## src/rtl/shift_sequencer.sv

```systemverilog
// Multi-cycle 1-bit-per-clock shifter with start/busy/done handshake.
// Optional rotate support is enabled by defining SHIFT_ROTATE_EN.
module shift_sequencer #(
  parameter int unsigned WIDTH = 8,
  parameter int unsigned CNT_W = 3
) (
  input  logic             clk,
  input  logic             rst,
  input  logic             start,
  input  logic             dir,
  input  logic             arith,
  input  logic             rot,
  input  logic [CNT_W-1:0] amount,
  input  logic [WIDTH-1:0] data_in,
  output logic             busy,
  output logic             done,
  output logic [WIDTH-1:0] data_out,
  output logic             carry_out
);

  typedef enum logic [1:0] {StIdle, StShift, StDone} state_e;

  state_e             state_q, state_d;
  logic [WIDTH-1:0]   work_q, work_d;
  logic               carry_q, carry_d;
  logic [CNT_W-1:0]   cnt_q, cnt_d;
  logic               dir_q, dir_d;
  logic               arith_q, arith_d;
  logic               rot_q, rot_d;
  logic [WIDTH-1:0]   data_out_q, data_out_d;
  logic               carry_out_q, carry_out_d;

  logic [WIDTH-1:0]   step_w;
  logic               step_c;
  logic               rot_in;

`ifdef SHIFT_ROTATE_EN
  assign rot_in = rot;
`else
  // rot is kept on the port for a uniform interface but has no effect here.
  logic unused_rot;
  assign unused_rot = rot;
  assign rot_in     = 1'b0;
`endif

  // Single 1-bit step of the working register; rot takes priority over arith.
  always_comb begin
    step_w = work_q;
    step_c = 1'b0;
`ifdef SHIFT_ROTATE_EN
    if (rot_q) begin
      if (dir_q) begin
        step_c = work_q[0];
        step_w = {work_q[0], work_q[WIDTH-1:1]};
      end else begin
        step_c = work_q[WIDTH-1];
        step_w = {work_q[WIDTH-2:0], work_q[WIDTH-1]};
      end
    end else
`endif
    if (dir_q) begin
      step_c = work_q[0];
      step_w = {(arith_q & work_q[WIDTH-1]), work_q[WIDTH-1:1]};
    end else begin
      step_c = work_q[WIDTH-1];
      step_w = {work_q[WIDTH-2:0], 1'b0};
    end
  end

  always_comb begin
    state_d     = state_q;
    work_d      = work_q;
    carry_d     = carry_q;
    cnt_d       = cnt_q;
    dir_d       = dir_q;
    arith_d     = arith_q;
    rot_d       = rot_q;
    data_out_d  = data_out_q;
    carry_out_d = carry_out_q;

    case (state_q)
      StIdle, StDone: begin
        if (start) begin
          work_d  = data_in;
          carry_d = 1'b0;
          cnt_d   = amount;
          dir_d   = dir;
          arith_d = arith;
          rot_d   = rot_in;
          state_d = StShift;
        end else begin
          state_d = StIdle;
        end
      end
      StShift: begin
        if (cnt_q != '0) begin
          work_d  = step_w;
          carry_d = step_c;
          cnt_d   = cnt_q - CNT_W'(1);
        end
        if (cnt_q <= CNT_W'(1)) begin
          state_d     = StDone;
          data_out_d  = (cnt_q != '0) ? step_w : work_q;
          carry_out_d = (cnt_q != '0) ? step_c : carry_q;
        end
      end
      default: state_d = StIdle;
    endcase
  end

  always_ff @(posedge clk) begin
    if (rst) begin
      state_q     <= StIdle;
      work_q      <= '0;
      carry_q     <= 1'b0;
      cnt_q       <= '0;
      dir_q       <= 1'b0;
      arith_q     <= 1'b0;
      rot_q       <= 1'b0;
      data_out_q  <= '0;
      carry_out_q <= 1'b0;
    end else begin
      state_q     <= state_d;
      work_q      <= work_d;
      carry_q     <= carry_d;
      cnt_q       <= cnt_d;
      dir_q       <= dir_d;
      arith_q     <= arith_d;
      rot_q       <= rot_d;
      data_out_q  <= data_out_d;
      carry_out_q <= carry_out_d;
    end
  end

  assign busy      = (state_q == StShift);
  assign done      = (state_q == StDone);
  assign data_out  = data_out_q;
  assign carry_out = carry_out_q;

endmodule

```

## config.mk

```make
export PLATFORM = sky130hd
export DESIGN_NAME = shift_sequencer
export DESIGN_NICKNAME = d
export VERILOG_FILES = /design/src/rtl/shift_sequencer.sv
export SDC_FILE = /design/constraint.sdc
export NUM_CORES = 1
export LEC_CHECK = 0
export ABC_AREA = 1
export CAP_MARGIN = 20
export CORE_AREA = 2 2 50 64
export CTS_CLUSTER_DIAMETER = 60
export DETAILED_ROUTE_END_ITERATION = 10
export DIE_AREA = 0 0 52 66
export DONT_BUFFER_PORTS = 1
export HOLD_SLACK_MARGIN = 0.03
export PLACE_DENSITY = 0.8
export SLEW_MARGIN = 20
export SYNTH_ARGS = -nofsm -noshare
export SYNTH_HDL_FRONTEND = slang
export SYNTH_SLANG_ARGS = --single-unit
```

## constraint.sdc

```tcl
create_clock -name clk -period 1.91 [get_ports clk]
set_input_delay 0.573 -clock clk [delete_from_list [all_inputs] [get_ports clk]]
set_output_delay 0.573 -clock clk [all_outputs]
set_load 0.1 [all_outputs]
```

# After elaboration in Yosys (flattened, before gate mapping)
# Index checks and enable logic that the tools add are counted.
dict set report op_classes {
  bitwise_logic 1
  addsub 1
  n_lt_le_gt_ge 1
  n_reduce_logical 8
  n_eq_ne 5
  n_mux 14
}
# cell count
set ops {}
lappend ops {{8-bit two-way mux} 3}
lappend ops {{8-bit case mux with 2 select lines} 1}
lappend ops {{3-bit two-way mux} 2}
lappend ops {{3-bit case mux with 2 select lines} 1}
lappend ops {{2-bit AND reduction} 3}
lappend ops {{1-bit two-way mux} 4}
lappend ops {{2-bit by 1-bit != test with 1-bit output, second input constant} 2}
lappend ops {{2-bit case mux with 2 select lines} 1}
lappend ops {{3-bit by 1-bit less-or-equal comparator with 1-bit output, second input constant} 1}
lappend ops {{3-bit AND reduction} 1}
lappend ops {{3-bit nonzero test} 1}
lappend ops {{3-bit by 1-bit subtractor with 3-bit output, second input constant} 1}
lappend ops {{2-bit by 1-bit equality test with 1-bit output, second input constant} 1}
lappend ops {{2-bit equality test, second input constant} 1}
lappend ops {{2-bit logical NOT} 1}
lappend ops {{2-bit two-way mux} 1}
lappend ops {{2-bit != test, second input constant} 1}
lappend ops {{1-bit case mux with 2 select lines} 1}
lappend ops {{2-bit nonzero test} 1}
lappend ops {{2-bit OR reduction} 1}
lappend ops {{1-bit AND} 1}
dict set report word_totals {
  out_inout_bits 11
  inputBits 17
  reg_bits 25
  elab_cells 38
}

# Logic depth before layout (Yosys ltp)
dict set report logic_depth {
  ltp_word 4
  mapped_depth 10
}

# Worst setup path after synthesis
# No wires, ideal clock.
dict set report synth_path {
  kind {register -> output}
  startpoint {register state_q[0]}
  endpoint {output port done}
  t_required_ps 1337
  t_arrival_ps 1611
  path_stages_with_launch 2
  setup_slack_ps -274
  cell_sequence {dfxtp_1 -> nor2_1}
}
dict set report synth_between {
  elab_chain_len 1
}
# element line_no
set synth_lines {}
lappend synth_lines {{start, declared} 23} ;# state_e state_q, state_d;
lappend synth_lines {{start signal, assigned} 113} ;# state_q <= StIdle;
lappend synth_lines {{start signal, assigned} 123} ;# state_q <= state_d;
lappend synth_lines {{2-bit equality test} 136} ;# assign done = (state_q == StDone);
lappend synth_lines {{end, declared} 16} ;# output logic done,
# Every way passes these cells.

# Final worst setup path
dict set report layout_path {
  startpoint {register cnt_q[0]}
  endpoint {register work_q[7]}
}
dict set report layout_between {
  elab_chain_len 3
}
# element line_no
set layout_lines {}
lappend layout_lines {{start, declared} 26} ;# logic [CNT_W-1:0] cnt_q, cnt_d;
lappend layout_lines {{start signal, assigned} 126} ;# cnt_q <= cnt_d;
lappend layout_lines {{3-bit nonzero test} 96} ;# if (cnt_q != '0) begin
lappend layout_lines {{8-bit two-way mux} --}
lappend layout_lines {{8-bit case mux with 2 select lines} --}
lappend layout_lines {{end signal, assigned} 124} ;# work_q <= work_d;
lappend layout_lines {{end, declared} 24} ;# logic [WIDTH-1:0] work_q, work_d;
# Every way passes these cells.
# A chain may end at the register's enable or synchronous reset.

==> impl_results.md <==
- Status: finished, final reports clean
- Die Wd: 52 µm
- Final Setup Violations: 0
- Number of DRC violations after detailed-routing iteration 0: between 40 and 50
- Filler cell count: 288
- Synth warn: 0
- Leakage: 0.695 nW
- Pre-antenna DRT Iters: 4
- Number of instances in the placed design: 239
- Mean area per synthesized cell: 7.48 µm²
- # Max-Cap Violations: 0
- Slew of the pin with the lowest slew margin: between 0.3 and 0.4 ns
- Endpoint kind of the worst setup timing path: register
- Buffer levels on the longest clock path: 2
- Highest fanout seen on the critical path: 16
- Post-Place Setup Slack: 0.314 ns
- Initial Utilization: 0.525
- Count of input and output buffers: 0
- Max VDD drop: 733 µV
- Clock tree from TritonCTS: done
- Share of synthesized area occupied by flip-flops and latches: 0.336
- Share of post-route cells with drive strength above 1: 0.300
- Via-per-instance ratio: 5.09
- Num rows: 22
- Gates resized, CTS repair: 0
- Worst endpoint required time: 2.14 ns
- I/O pins: 28
- Overall die height: roughly 66 µm
- Placeable core region: around 2800 µm²
- Worst hold slack: 0.275 ns
- Area of the multi-input gates: ~800 µm²
- Routed len/inst: around 12 µm
- Worst clock skew: 0.00864 ns
- Crit path max-delay cell type: dfxtp_1
- # diodes: 0
- Slew Limit Headroom: 0.785
- Post-Syn Area: approximately 1500 µm²
- Category of the worst setup path launch point: register
- Power per standard cell area: 1000 nW/µm²
- Clk Tree Root Cell: clkbuf_4
- Total half-perimeter wirelength after legalization and detailed placement: between 2 and 2.5 mm
- Final global-route overflow total: 0
- Number of nets in the layout: 228
- Number of standard cells after synthesis: 199
- Clock Sinks: 25
- Vias: 1,237
- Largest net degree at the start of global routing: 18
- Floorplan die area: 3430 µm²
- Kind of critical path: register to register
- Max frequency: slightly below 0.6 GHz
- Clock Latency Late Sink: about 0.33 ns
- RSZ-0062 raised after global routing: no
- Register bit total from synthesis: 25
- Sequential cell area: 500 µm²
- Setup Buffers After CTS: 0
- Gpl congestion: 0.790
- Area overhead of the layout relative to synthesis: 5.04%
- Number of CTS-inserted buffers: 3
- Cell-by-cell trace of the critical path: inv_1 -> ha_1 -> ha_1 -> inv_2 -> nand3_1 -> a21oi_1 -> nor2_2
- PnR worst setup slack: 0.223 ns
- Share of the cycle needed by the critical path after routing: 0.883
- Summed negative setup slack over all endpoints: 0 ns
- Delay contributed by the slowest stage of the critical path: around 0.42 ns
- Max Transition Viols Final: 0
- Via count of the first global-routing pass: roughly 1,100
- Count of placed standard cells in the final layout, fillers left out: 243
- Distinct cell type count after synthesis: 23
- Number of hold violations in the final report: 0
- Worst hold path type: input port to register
- Remaining antenna violation count: 0
- Number of design rule violations left after detail routing: 0
- Wire length of the first global-routing pass: 4.87 mm
- Post-layout min period: between 1.5 and 2 ns
- Quantity of hold-fixing buffers added after cts: 0
- Dominant cell type by count on the critical path: ha_1
- Number of H-tree levels: 1
- Clock-pin slew of the registers on the worst-case setup and hold paths: 0.15 ns
- Initial antenna violation count: 0
- Total Routed Length: 2.94 mm
- Tot GR Track Use: 0.188
- Critical Path AT: 1.92 ns
- Number of nets produced by synthesis: roughly 220
-- final cells by class --
type	count	area share
clock buffer	3	0.0144
clock inverter	1	0.00320
inverter	22	0.0560
multi-input combinational	145	0.525
sequential	25	0.320
tap	36	0.0288
timing repair buffer	11	0.0528
-- path summary, 6_finish.rpt --
path,depth (start not counted),slack [ns],startpoint,to
max,7,0.22,cnt_q[0],work_q[7]
min,1,0.27,rst,work_q[2]
max reg2reg,7,0.22,cnt_q[0],work_q[7]
min reg2reg,2,0.47,carry_q,carry_q
-- routing by layer --
| layer | track usage | wire length (µm) | up-vias |
|---|---|---|---|
| met5 | 0 | 0 | - |
| met1 | 0.238 | 1320 | 541 |
| met3 | 0.0294 | 137 | 8 |
| li1 | - | - | 657 |
| met4 | 0.0855 | 68 | 0 |
| met2 | 0.307 | 1420 | 31 |
-- stage by stage --
step | cell area [µm²] | util | total power [mW]
2_1_floorplan | 1490 | - | 1.25
3_3_place_gp | 1540 | 0.542 | 1.31
3_5_place_dp | 1540 | 0.542 | 1.32
4_1_cts | 1560 | 0.552 | 1.57
5_1_grt | 1560 | 0.552 | 1.66
6_report | 1560 | 0.552 | 1.57
-- cell usage after synthesis (all sizes together) --
library cell	count	area (µm²)
a21oi	12	86.3
buf	7	82.6
clkinv	1	8.76
dfxtp	25	500
ha	3	37.5
inv	21	78.8
nand2	61	251
nand3	34	248
nor2	12	50.1
o21ai	16	98.8
or2	7	46.3
-- sequential cells by signal (all words and copies together), names as in the netlist --
register,cells
data_out,8
carry_out,1
carry_q,1
work_q,8
dir_q,1
arith_q,1
cnt_q,3
state_q,2
-- worst max-delay path: cells and delay by family (launching register included) --
| family | cells | cell delay [ns] |
|---|---|---|
| flops | 1 | 0.42 |
| buf+inv | 2 | 0.29 |
| fa+ha+maj | 2 | 0.44 |
| simple gates | 2 | 0.22 |
| compound gates | 1 | 0.22 |
-- layout by cell type, fill, tap and decap left out, drive strengths merged --
cell type / n
buf: 11
or2: 7
clkinv: 2
nand3: 34
o21ai: 16
dfxtp: 25
a21oi: 12
clkbuf: 3
inv: 21
nand2: 61
ha: 3
nor2: 12
-- power breakdown --
part | switching, mW | internal [mW]
logic | 0.478 | 0.201
clock network | 0.174 | 0.0787
registers | 0.0530 | 0.581
total | 0.705 | 0.861
-- cell families after synthesis --
family | count (synthesis) | synth area share
adder cells (fa/ha/maj) | 3 | 0.0252
AO/OA/AOI/OAI | 28 | 0.124
buffers and inverters | 29 | 0.114
AND/OR/NAND/NOR | 114 | 0.400
flip-flops | 25 | 0.336
Note: power is estimated with default switching activity, not from simulation.
